[src/rtl/router_pkg.sv]
// Shared types and helpers for the 1x3 router: read-side FSM states,
// header field extraction, and default sizing constants.
package router_pkg;

  localparam int FIFO_DEPTH       = 16;
  localparam int SOFT_RST_TIMEOUT = 30;

  typedef enum logic {
    RD_IDLE   = 1'b0,
    RD_IN_PKT = 1'b1
  } rd_state_t;

  // Header byte layout: payload length in [7:2], destination address in [1:0].
  function automatic logic [5:0] hdr_length(input logic [7:0] hdr);
    return hdr[7:2];
  endfunction

  function automatic logic [1:0] hdr_addr(input logic [7:0] hdr);
    return hdr[1:0];
  endfunction

endpackage

[src/rtl/router_fifo_timer.sv]
// Stall watchdog for one destination FIFO: counts cycles where data waits
// unread and fires a flush request plus a registered soft_reset pulse.
module router_fifo_timer #(
  parameter int TIMEOUT = 30
) (
  input  logic i_clock,
  input  logic i_reset,
  input  logic i_valid,
  input  logic i_read_enb,
  output logic o_flush,
  output logic o_soft_reset
);

  localparam int CW = (TIMEOUT > 1) ? $clog2(TIMEOUT) : 1;
  localparam logic [CW-1:0] LAST = CW'(TIMEOUT - 1);

  logic [CW-1:0] r_count;
  logic          r_soft_reset;
  logic          w_stall;

  assign w_stall      = i_valid && !i_read_enb;
  // Flush fires on the edge that would complete the TIMEOUT-th stalled cycle.
  assign o_flush      = w_stall && (r_count == LAST);
  assign o_soft_reset = r_soft_reset;

  always_ff @(posedge i_clock) begin
    if (i_reset) begin
      r_count      <= '0;
      r_soft_reset <= 1'b0;
    end else if (o_flush) begin
      r_count      <= '0;
      r_soft_reset <= 1'b1;
    end else begin
      r_soft_reset <= 1'b0;
      r_count      <= w_stall ? r_count + 1'b1 : '0;
    end
  end

endmodule

[src/rtl/router_dst_fifo.sv]
// Per-destination output FIFO of the 1x3 router: stores bytes with a header
// flag, tracks packet boundaries on the read side, and self-flushes on stall.
module router_dst_fifo
  import router_pkg::*;
#(
  parameter int DEPTH   = FIFO_DEPTH,
  parameter int DATA_W  = 8,
  parameter int TIMEOUT = SOFT_RST_TIMEOUT
) (
  input  logic              clock,
  input  logic              reset,
  input  logic              write_enb,
  input  logic [DATA_W-1:0] data_in,
  input  logic              lfd_state,
  input  logic              read_enb,
  output logic [DATA_W-1:0] data_out,
  output logic              valid_out,
  output logic              full,
  output logic              empty,
  output logic              soft_reset,
  output logic              packet_done,
  output logic              proto_err
);

  localparam int AW = $clog2(DEPTH);

  logic [DATA_W:0]   r_mem [DEPTH];
  logic [AW:0]       r_wr_ptr;
  logic [AW:0]       r_rd_ptr;
  logic [DATA_W-1:0] r_data_out;
  rd_state_t         r_state;
  logic [6:0]        r_remaining;
  logic              r_packet_done;
  logic              r_proto_err;

  logic              w_empty;
  logic              w_full;
  logic              w_wr_ok;
  logic              w_rd_ok;
  logic              w_flush;
  logic [DATA_W:0]   w_rd_entry;
  logic              w_rd_hdr;
  logic [6:0]        w_len_load;

  assign w_empty    = (r_wr_ptr == r_rd_ptr);
  assign w_full     = (r_wr_ptr[AW] != r_rd_ptr[AW]) &&
                      (r_wr_ptr[AW-1:0] == r_rd_ptr[AW-1:0]);
  assign w_wr_ok    = write_enb && !w_full;
  assign w_rd_ok    = read_enb && !w_empty;
  assign w_rd_entry = r_mem[r_rd_ptr[AW-1:0]];
  assign w_rd_hdr   = w_rd_entry[DATA_W];
  // Header length counts payload bytes; the trailing parity byte adds one.
  assign w_len_load = {1'b0, hdr_length(w_rd_entry[7:0])} + 7'd1;

  router_fifo_timer #(
    .TIMEOUT(TIMEOUT)
  ) u_timer (
    .i_clock      (clock),
    .i_reset      (reset),
    .i_valid      (!w_empty),
    .i_read_enb   (read_enb),
    .o_flush      (w_flush),
    .o_soft_reset (soft_reset)
  );

  always_ff @(posedge clock) begin
    if (!reset && !w_flush && w_wr_ok) begin
      r_mem[r_wr_ptr[AW-1:0]] <= {lfd_state, data_in};
    end
  end

  always_ff @(posedge clock) begin
    if (reset || w_flush) begin
      r_wr_ptr      <= '0;
      r_rd_ptr      <= '0;
      r_data_out    <= '0;
      r_state       <= RD_IDLE;
      r_remaining   <= '0;
      r_packet_done <= 1'b0;
      r_proto_err   <= 1'b0;
    end else begin
      r_packet_done <= 1'b0;
      r_proto_err   <= 1'b0;
      if (w_wr_ok) begin
        r_wr_ptr <= r_wr_ptr + 1'b1;
      end
      if (w_rd_ok) begin
        r_rd_ptr   <= r_rd_ptr + 1'b1;
        r_data_out <= w_rd_entry[DATA_W-1:0];
        case (r_state)
          RD_IDLE: begin
            if (w_rd_hdr) begin
              r_remaining <= w_len_load;
              r_state     <= RD_IN_PKT;
            end
          end
          RD_IN_PKT: begin
            // A header arriving mid-packet restarts the count from the new header.
            if (w_rd_hdr) begin
              r_proto_err <= 1'b1;
              r_remaining <= w_len_load;
            end else if (r_remaining == 7'd1) begin
              r_packet_done <= 1'b1;
              r_remaining   <= '0;
              r_state       <= RD_IDLE;
            end else begin
              r_remaining <= r_remaining - 7'd1;
            end
          end
          default: r_state <= RD_IDLE;
        endcase
      end
    end
  end

  assign data_out    = r_data_out;
  assign valid_out   = !w_empty;
  assign empty       = w_empty;
  assign full        = w_full;
  assign packet_done = r_packet_done;
  assign proto_err   = r_proto_err;

endmodule

[config.mk]
export PLATFORM = sky130hd
export DESIGN_NAME = router_dst_fifo
export DESIGN_NICKNAME = d
export VERILOG_FILES = /design/src/rtl/router_pkg.sv /design/src/rtl/router_fifo_timer.sv /design/src/rtl/router_dst_fifo.sv
export SDC_FILE = /design/constraint.sdc
export NUM_CORES = 1
export LEC_CHECK = 0
export CAP_MARGIN = 30
export CELL_PAD_IN_SITES_DETAIL_PLACEMENT = 0
export CELL_PAD_IN_SITES_GLOBAL_PLACEMENT = 2
export CORE_MARGIN = 4
export CORE_UTILIZATION = 44
export CTS_BUF_LIST = sky130_fd_sc_hd__clkbuf_8
export DETAILED_ROUTE_END_ITERATION = 8
export GPL_TIMING_DRIVEN = 0
export PLACE_DENSITY = 0.86
export SKIP_CTS_REPAIR_TIMING = 1
export SLEW_MARGIN = 30
export SYNTH_ARGS = -nofsm -noshare
export SYNTH_HDL_FRONTEND = slang
export SYNTH_SLANG_ARGS = --single-unit
[constraint.sdc]
create_clock -name clock -period 4.79 [get_ports clock]
set_clock_uncertainty 0.15 [all_clocks]
set_input_delay 0.958 -clock clock [delete_from_list [all_inputs] [get_ports clock]]
set_output_delay 0.958 -clock clock [all_outputs]
set_load 0.01 [all_outputs]
=== Word level (Yosys, flattened, before mapping) ===
Memories as Yosys holds them, arrays and structs flattened. A register that Yosys moved wholly into a read port is not among the register bits.
Index checks and enable logic that the tools add are counted.

* Add/sub/neg operators: 5
* Eq/ne operators: 6
* Muxes and demuxes: 14
* Bitwise logic cells: 3
* Reductions and logical operators: 17

{| class="wikitable"
|+ Operators with widths
! operator !! count
|-
| $mux 7 || 3
|-
| $add 5x1->5 const B || 3
|-
| $pmux 7 s2 || 1
|-
| $mux 4 || 2
|-
| $add 6x1->7 const B || 1
|-
| $eq 7x1->1 const B || 1
|-
| $logic_and 1x1->1 || 7
|-
| $mux 1 || 7
|-
| $sub 7x1->7 const B || 1
|-
| $reduce_or 3->1 || 2
|-
| $eq 5x5->1 || 1
|-
| $eq 5x5->1 const B || 1
|-
| $logic_not 1->1 || 5
|-
| $eq 4x4->1 || 1
|-
| $reduce_or 4->1 || 1
|-
| $not 1->1 || 3
|-
| $ne 2x2->1 const B || 1
|-
| $pmux 1 s2 || 1
|-
| $reduce_and 2->1 || 1
|-
| $logic_or 1x1->1 || 1
|-
| $ne 1x1->1 || 1
|}

* Register bits: 34
* RAM bits: 144
* Input bits: 13
* Output and inout bits: 14
* Word-level logic and storage cells: 55
* Memories kept: 1

{| class="wikitable"
|+ Memory list
! name !! depth !! bits a word !! read ports !! clocked after Yosys merged registers in !! wr ports !! line !! source
|-
| r_mem || 16 || 9 || 1 || 1 || 1 || router_dst_fifo.sv:27 || <nowiki>logic [DATA_W:0] r_mem [DEPTH];</nowiki>
|}

=== Depth between registers and ports, before layout ===
* Depth after elaboration: 9
* Gate-level depth with buffers: 10
* Mapped depth without buffers: 7

=== Modules after synthesis ===
A second synthesis with hierarchy kept.

* Cells, all modules: 457
* Area, all modules: 7,365.8 um^2

{| class="wikitable"
|+ By module, submodules not included
! module !! instances !! cells each !! area each (um^2) !! sequential area each (um^2)
|-
| router_dst_fifo || 1 || 433 || 7,111.8 || 4,964.8
|-
| router_fifo_timer || 1 || 24 || 254.0 || 120.1
|}

=== Worst setup path after synthesis ===
No wires, ideal clock.

* Kind: input port to flip-flop
* Start point: input port write_enb
* End point: memory r_mem[0][0] (netlist name) (enable)
* Library setup time: 387 ps
* Data arrival time: 2,493 ps
* Data required time: 4,253 ps
* Path slack: 1,761 ps
* Stages on the path: 4
* Path buffers: 0
* Cell sequence: a21boi_1 nor3b_1 nand2_1 nor3_1

* Longest elaborated chain between the ends: 4

{| class="wikitable"
|+ RTL lines
! item !! line !! source
|-
| start, declared || router_dst_fifo.sv:12 || <nowiki>input logic write_enb,</nowiki>
|-
| $logic_and 1x1->1 || router_dst_fifo.sv:48 || <nowiki>assign w_wr_ok = write_enb && !w_full;</nowiki>
|-
| $logic_and 1x1->1 || router_dst_fifo.sv:67 || <nowiki>if (!reset && !w_flush && w_wr_ok) begin</nowiki>
|-
| $mux 1 || router_dst_fifo.sv:67 ||
|-
| $mux 1 (implied by the code) || router_dst_fifo.sv:68 || <nowiki>r_mem[r_wr_ptr[AW-1:0]] <= {lfd_state, data_in};</nowiki>
|-
| end, declared || router_dst_fifo.sv:27 ||
|}

Every way passes these cells.

=== Final worst setup path ===
* Start point: input port write_enb
* End point: memory r_mem[7][3] (netlist name) (enable)

The elaborated chain is that of the path after synthesis.

==> results.md <==
* Status: finished, final reports clean
* Startpoint types: input port
* Clk buf depth at 2
* Register Area at ~5000 um^2
* Worst skew pair latency at ~0.47 ns
* Synth Warn # at 0
* Fin Setup TNS at 0 ns
* Syn_nets at ~470
* Vias in the first global route at approximately 4000
* Non-Filler Instances at 726
* Min Tclk post-route at approximately 3.4 ns
* Largest net degree at the start of global routing at 20
* Placed Instances at 694
* RSZ-0062 raised after global routing: false
* Critical Path RT at approximately 4.7 ns
* I/O Pins at 27
* Final HPWL DP at around 10000 um
* Antenna violations before repair at 0
* Synth Cell Area at around 7300 um^2
* Worst vdd ir at about 0.25 mV
* Detailed-route via count at roughly 4000
* Routed Antenna Nets at 0
* Die H at 137.2 um
* Main synth FF type: edfxtp_1
* Hold Violations, Final at 0
* Standard-cell rows at between 40 and 50
* Nets at 520
* Multi-input gate area at around 2200 um^2
* Initial Util at 0.4556
* Slew headroom at 0.4421
* Routed WL per cell at approximately 21 um
* Area grow syn2layout at 13.91%
* Core footprint at approximately 16000 um^2
* H-tree Lvls at 4
* Commonest non-fill, non-tap cell in the layout: edfxtp_1
* DR vias/cell at about 5.5
* Final WL at approximately 15000 um
* Kind of critical path: input port to flop
* HP Class: flop to flop
* TritonCTS sink count at 182
* Max Cap Viol at 0
* Worst setup margin at 1.365 ns
* Synth async-reset ratio at 0
* # DRC at 0
* Total grt overflow at 0
* Global-route wire length before repair at 23630 um
* ANT cells at 0
* Initial DRT Pass Iterations at 5
* Post-synthesis cell type count at 46
* Die ar. at roughly 19000 um^2
* Most frequent cells in the layout: 144 x edfxtp_1, 38 x dfxtp_1, 36 x nand2_1
* Lkg Pwr at roughly 2.7 nW
* Fillers at 1333
* Fraction of layout cells with a size suffix above 1 at 0.1784
* CP arrival at ~3.4 ns
* DR iter-0 viols at ~340
* Pwr/cell area at around 400 nW/um^2
* Root buffer cell: clkbuf_8
* Total CTS buffers at 17
* Worst-path clk slew at roughly 0.1 ns
* RePlAce Congestion at between 0.7 and 0.8
* CP endpoint kind: flop
* Yosys reg bits at between 150 and 200
* Tot GR Track Use at 0.1760
* IO buf count at 26
* Register area share after synthesis at 0.6926
* Syn Area/Cell at between 15 and 20 um^2
* Worst-path maximum fanout at 9
* Worst-margin pin slew at 0.8360 ns
* TritonCTS clock tree: built
* Die W at ~140 um
* Slew Viols, Final at 0
* Fmax at 292.0 MHz
* Cells after Synth at about 450
* Post-synth EDFFs at about 140
* Fin crit share at 0.7150
* Pre-CTS WS at approximately 0.85 ns
* Setup violators final at 0
routing by layer:
layer  vias to the layer above  wire [um]  global-route usage
met5                         -          0                   0
met4                         0        155             0.04656
met3                        14        811             0.04018
met2                       114       7531              0.2847
met1                      2013       6822              0.2429
li1                       1852          -                   -
worst paths after layout:
| path | start | end | slack, ns | cells past startpoint |
|---|---|---|---|---|
| setup reg to reg | r_wr_ptr[2] | r_mem[7][3] | 1.42 | 7 |
| hold / removal | data_out[4] | data_out[4] | 0.31 | 2 |
| hold reg to reg | data_out[4] | data_out[4] | 0.31 | 2 |
| setup / recovery | write_enb | r_mem[7][3] | 1.37 | 5 |
state kept, by name (all words and copies together), names as in the netlist, 5 cells and up, named ones only:
name	flops
r_remaining	7
r_rd_ptr	5
r_mem	144
r_wr_ptr	5
u_timer.r_count	5
data_out	8
cells by family (layout without fill, tap and decap cells):
| logic type | Yosys count | count (layout) | share of synthesized area |
|---|---|---|---|
| muxes | 43 | 43 | 0.1331 |
| adders and majority gates | 10 | 10 | 0.01704 |
| xor gates and xnor gates | 20 | 20 | 0.02386 |
| AOI/OAI and AO/OA | 54 | 54 | 0.04653 |
| and+or+nand+nor | 110 | 110 | 0.06749 |
| DFF | 182 | 182 | 0.6926 |
| buffers and inverters | 29 | 91 | 0.01943 |
layout make-up:
type	instances	share of cell area
timing repair buffer	30	0.03651
sequential	182	0.6080
multi-input combinational	237	0.2588
buffer	20	0.01302
inverter	9	0.004039
tap	216	0.03232
clock buffer	17	0.02798
clock inverter	15	0.01930
stage by stage:
| stage | hold slack [ns] | instance area (um^2) | total power, mW | util |
|---|---|---|---|---|
| finish | 0.3091 | 8363 | 3.348 | 0.5189 |
| global placement | 0.2933 | 7873 | 2.368 | 0.4885 |
| CTS | 0.3120 | 8363 | 3.375 | 0.5189 |
| detailed placement | 0.2978 | 7968 | 2.377 | 0.4944 |
| floorplan | 0.2837 | 7342 | 2.201 | - |
| global route | 0.3377 | 8363 | 3.498 | 0.5189 |
cell usage after synthesis, types with 6 or more instances:
cell type  number  area [um^2]
edfxtp_1      144         4324
nor2_1         39        146.4
dfxtp_1        38        760.7
nand2_1        36        135.1
mux4_2         28        630.6
a21oi_1        18        90.09
mux4_1         12        315.3
xor2_1         11        96.34
a22oi_1        10        75.07
ha_1           10        125.1
clkbuf_1        9        33.78
inv_1           9        33.78
xnor2_1         9        78.83
o21ai_0         8        40.04
nand3_1         7        35.03
a211oi_1        6        45.04
report_power, final:
group	switching (mW)	internal [mW]
logic	0.294	0.270
registers	0.0290	1.74
clock network	0.623	0.391
worst max-delay path, stage by stage:
cell	delay, ns
clkdlybuf4s50_1	0.46
a21boi_1	0.43
nor3b_1	0.52
nand2_1	0.27
nor2_2	0.72
(Power assumes the default switching activity.)
